<file path="config.mk">
export PLATFORM = sky130hd
export DESIGN_NAME = ram_access_ctrl
export DESIGN_NICKNAME = d
export VERILOG_FILES = /design/src/rtl/ram_access_ctrl.sv
export SDC_FILE = /design/constraint.sdc
export NUM_CORES = 1
export LEC_CHECK = 0
export BUFFER_PORTS_ARGS = -buffer_cell sky130_fd_sc_hd__buf_2
export CAP_MARGIN = 20
export CORE_MARGIN = 2
export CORE_UTILIZATION = 40
export CTS_BUF_LIST = sky130_fd_sc_hd__clkbuf_8
export DETAILED_ROUTE_END_ITERATION = 8
export PLACE_DENSITY = 0.67
export SYNTH_ARGS = -nofsm -noshare
export SYNTH_HDL_FRONTEND = slang
export SYNTH_SLANG_ARGS = --single-unit
</file>
<file path="constraint.sdc">
create_clock -name clk -period 1.8 [get_ports clk]
set_input_delay 0.18 -clock clk [delete_from_list [all_inputs] [get_ports clk]]
set_output_delay 0.18 -clock clk [all_outputs]
set_load 0.01 [all_outputs]
</file>
<file path="src/rtl/ram_access_ctrl.sv">
// ram_access_ctrl: initiator for a synchronous single-port data RAM.
// Takes single-word writes and burst reads through a valid/ready handshake.
// Drives the RAM port and returns read data with valid/last strobes, which
// hides the RAM read latency from the requester.
//
// Ports
//   clk, reset_n                  clock, asynchronous active-low reset
//   req_valid/req_ready           request handshake (accept on valid & ready)
//   req_we, req_addr, req_wdata   write one word / read start address
//   req_len                       read beats minus one
//   rd_valid, rd_data, rd_last    returned read beats, contiguous, no backpressure
//   busy                          inverse of req_ready
//   ram_we, ram_addr, ram_din     RAM command port
//   ram_dout                      RAM read data, valid RAM_LAT edges after ram_addr
module ram_access_ctrl #(
   parameter int unsigned AW      = 8,
   parameter int unsigned DW      = 16,
   parameter int unsigned RAM_LAT = 1
) (
   input  logic          clk,
   input  logic          reset_n,
   input  logic          req_valid,
   output logic          req_ready,
   input  logic          req_we,
   input  logic [AW-1:0] req_addr,
   input  logic [DW-1:0] req_wdata,
   input  logic [AW-1:0] req_len,
   output logic          rd_valid,
   output logic [DW-1:0] rd_data,
   output logic          rd_last,
   output logic          busy,
   output logic          ram_we,
   output logic [AW-1:0] ram_addr,
   output logic [DW-1:0] ram_din,
   input  logic [DW-1:0] ram_dout
);

   typedef enum logic [1:0] {
      IDLE  = 2'd0,
      WRITE = 2'd1,
      ISSUE = 2'd2,
      DRAIN = 2'd3
   } state_t;

   state_t               state;
   logic [AW-1:0]        beats_left;
   logic [RAM_LAT-1:0]   pipe_vld;
   logic [RAM_LAT-1:0]   pipe_last;

   // Controller: handshake, RAM command, valid pipe and read return.
   // ram_addr doubles as the burst address counter.
   always_ff @(posedge clk or negedge reset_n) begin
      if (!reset_n) begin
         state      <= IDLE;
         req_ready  <= 1'b1;
         busy       <= 1'b0;
         ram_we     <= 1'b0;
         ram_addr   <= '0;
         ram_din    <= '0;
         rd_valid   <= 1'b0;
         rd_last    <= 1'b0;
         rd_data    <= '0;
         beats_left <= '0;
         pipe_vld   <= '0;
         pipe_last  <= '0;
      end else begin
         // Token pipe tracks which RAM cycles carry requested data.
         pipe_vld[0]  <= 1'b0;
         pipe_last[0] <= 1'b0;
         for (int i = 1; i < int'(RAM_LAT); i++) begin
            pipe_vld[i]  <= pipe_vld[i-1];
            pipe_last[i] <= pipe_last[i-1];
         end

         // Capture RAM output when its token reaches the end of the pipe.
         if (pipe_vld[RAM_LAT-1]) begin
            rd_valid <= 1'b1;
            rd_data  <= ram_dout;
            rd_last  <= pipe_last[RAM_LAT-1];
         end else begin
            rd_valid <= 1'b0;
            rd_last  <= 1'b0;
         end

         case (state)
            IDLE: begin
               if (req_valid && req_ready) begin
                  req_ready <= 1'b0;
                  busy      <= 1'b1;
                  ram_addr  <= req_addr;
                  if (req_we) begin
                     ram_we  <= 1'b1;
                     ram_din <= req_wdata;
                     state   <= WRITE;
                  end else begin
                     beats_left <= req_len;
                     state      <= ISSUE;
                  end
               end
            end
            WRITE: begin
               ram_we    <= 1'b0;
               req_ready <= 1'b1;
               busy      <= 1'b0;
               state     <= IDLE;
            end
            ISSUE: begin
               pipe_vld[0]  <= 1'b1;
               pipe_last[0] <= (beats_left == '0);
               if (beats_left == '0) begin
                  state <= DRAIN;
               end else begin
                  ram_addr   <= ram_addr + AW'(1);
                  beats_left <= beats_left - AW'(1);
               end
            end
            DRAIN: begin
               // Done once the final beat is on the output and no tokens remain.
               if (rd_valid && rd_last && !(|pipe_vld)) begin
                  req_ready <= 1'b1;
                  busy      <= 1'b0;
                  state     <= IDLE;
               end
            end
            default: state <= IDLE;
         endcase
      end
   end

endmodule
</file>
==> impl_metrics.csv <==
group,metric,value,unit
worst_setup_path,critPathCaptureType,"flip-flop",
floorplan,die_area,7096,µm²
synthesis,synth_fp_nets,276,
synthesis,syn-cell-area,2575,µm²
timing,setup_viol,0,
routing,vias,2150,
timing,setup_tns,0,ns
grt,antenna_found_initial,0,
routing,first_pass_iters,4,
hold_path,hp-start,"req_len[6]",
worst_setup_path,path_cells,"inv_1 > nor2_1 > and3_1 > buf_12 > mux2_2",
worst_setup_path,cp-start-kind,"flip-flop",
synthesis,synth_area_leaders,"dfrtp_1 54%, mux2_2 14%, a21oi_1 4.7%",
final_layout,drive_above_1_share,0.4897,
final_layout,nFillCells,576,
final_layout,area_growth,34.84,%
routing,drt-initial-drc-count,120,
floorplan,die_w,84.24,µm
timing,rsz0062_at_grt,"no",
floorplan,io-pin-count,97,
synthesis,yosysWarningCount,0,
synthesis,yosys.area.top_type,"dfrtp_1",
floorplan,num_rows,29,
synthesis,avgSynthCellArea,11.65,µm²
floorplan,die_h,84.24,µm
power,p_leak,1.753,nW
synthesis,ys_async_sr_fraction,1.000,
worst_setup_path,crit_slowest_cell,"dfstp_2",
status,status,"finished clean",
synthesis,post-synth-top-count-cell,"dfrtp_1",
synthesis,yosys-top-cells-count,"56 x dfrtp_1, 32 x mux2_2, 24 x a21oi_1, 14 x nand2_1, 13 x nor2_1",
timing,final.min_clock_period,1.679,ns
timing,finClkSkew,0.006698,ns
clocking,clk_latency,0.33,ns
timing,tightest_slew,0.4974,ns
hold_path,holdCritPathClass,"in2reg",
synthesis,synth_edf_count,0,
clocking,tritoncts,"yes",
worst_setup_path,crit_family,"flip-flops",
routing,postRouteAntennaNets,0,
timing,whs,0.05920,ns
place,dpl_worst_slack,0.09457,ns
clocking,cts_max_path_buffers,2,
worst_setup_path,max_stage_delay,0.58,ns
worst_setup_path,startpoint,"req_ready",
clocking,cts_setup_buffers,0,
worst_setup_path,worstSetupPathType,"reg2reg",
worst_setup_path,worstPathMaxFanout,17,
place,dp_hpwl,4402,µm
synthesis,netlist_instances,221,
timing,clock.fmax,595.7,MHz
clocking,clock_sinks,57,
place,portBuffers,96,
final_layout,diodes,0,
timing,fin_ws,0.1212,ns
worst_setup_path,critPathBufInv,2,
routing,finalWirelength,5934,µm
synthesis,synth_ff_type,"dfrtp_1",
timing,finalHoldViolCount,0,
run,cap_violations,0,
timing,final-max-slew-violation-count,0,
timing,max_slew_margin,0.6684,
clocking,htree_levels,3,
final_layout,fin_nets,389,
synthesis,ys_seq_area_frac,0.5544,
grt,grt_max_degree,39,
clocking,clkTransAtPathRegs,0.07,ns
grt,grt_pass1_vias,2206,
clocking,clock-root-buffer,"clkbuf_8",
synthesis,yosys_register_bits,57,
grt,grt_overflow,0,
timing,post-route-period-util,0.9327,
worst_setup_path,arrival,1.89,ns
synthesis,synth_top_area_frac,0.5442,
grt,grt_first_pass_wirelength,10160,µm
power,pwr_density_cell,803.7,nW/µm²
routing,avgRoutedWirePerCell,14.26,µm
synthesis,synth_cell_types,41,
worst_setup_path,required,2.01,ns
floorplan,coreArea,6277,µm²
floorplan,initial_core_util,0.4102,
clocking,numCtsBuffers,9,
routing,viasPerCell,5.168,
power,irDropWorstVdd,0.5581,mV
place,place.gp.congestion,0.8473,
routing,route.detailed.drc,0,
worst_setup_path,worstReg2RegStart,"req_ready",
grt,grtUsageTotal,0.1789,
==> placed cells by master (no fill, tap or decap), types with 2 or more instances in the layout <==
cell        n
a211o_1     2
a211oi_1    4
a21oi_1    23
a31oi_1     6
and2_1      2
and3_1      2
buf_12      2
buf_2      96
buf_4      13
bufinv_16   2
clkbuf_8    9
clkinv_4    2
dfrtp_1    56
ha_1        3
inv_1       6
inv_6       2
mux2_2     32
nand2_1    14
nand2b_1    3
nand3_1     8
nand3b_1    2
nor2_1     13
nor3_1      7
nor4b_4     2
o21ai_0     4
o22ai_1     2
o32ai_1     2
==> layout make-up <==
cell class,instances,area [µm²],share of cell area
Sequential cell,57,1428,0.4112
Tap cell,77,96.34,0.02775
Clock buffer,9,123.9,0.03568
Timing Repair Buffer,112,628.1,0.1809
Inverter,6,22.52,0.006486
Multi-Input combinational cell,148,1071,0.3085
Clock inverter,7,102.6,0.02955
==> state kept, by name, summed over array words and instances (netlist names) <==
register    cells
rd_data        16
pipe_vld        1
ram_addr        8
rd_valid        1
ram_we          1
ram_din        16
state           2
pipe_last       1
beats_left      8
rd_last         1
busy            1
req_ready       1
==> worst paths after layout <==
path	slack [ns]	end	cells after the start
worst max-delay path	0.12	ram_din[13]	5
worst min register to register	0.46	rd_last	1
worst max register to register	0.12	ram_din[13]	5
max in group asynchronous	0.90	pipe_vld	3
worst min-delay path	0.06	beats_left[6]	2
min in group asynchronous	0.34	ram_din[15]	2
==> worst reg2reg max path: stages, from the launching register on <==
cell and delay, ns:
dfstp_2 0.58, inv_1 0.07, nor2_1 0.19, and3_1 0.23, buf_12 0.16, mux2_2 0.34
==> power breakdown <==
group	internal, mW	leakage [nW]	switching (mW)
clock	0.793	0.110	0.548
combinational	0.0735	0.946	0.0655
sequential	1.30	0.697	0.00982
total	2.17	1.75	0.623
==> cell families after synthesis <==
logic type,after synthesis,share of synthesized area
adders and majority gates,3,0.01458
and+or+nand+nor,63,0.1399
DFF,57,0.5544
muxes,32,0.1399
AOI/OAI and AO/OA,50,0.1191
buffers and inverters,16,0.03207
==> routing by layer <==
metal | routed length [µm] | vias up | global-route usage
met5 | 0 | - | 0
li1 | - | 1029 | -
met2 | 2801 | 68 | 0.2771
met1 | 2649 | 1048 | 0.2371
met4 | 61 | 0 | 0.07038
met3 | 421 | 5 | 0.05310
==> per-stage QoR <==
stage,util,power [mW],instances,cell area [µm²]
2_1_floorplan,-,1.366,221,2575
3_3_place_gp,0.5145,1.475,399,3229
3_5_place_dp,0.5145,1.476,399,3229
4_1_cts,0.5521,2.834,416,3466
5_1_grt,0.5531,2.930,416,3472
6_report,0.5531,2.791,416,3472
==> timing repair <==
item | in CTS | in global routing
resized for setup | 0 | 2
hold endpoints to repair | 18 | 0
hold buffers | 1 | 0
endpoints found under the setup margin | 0 | 2
No activity file was read; power rests on OpenSTA's default activity.
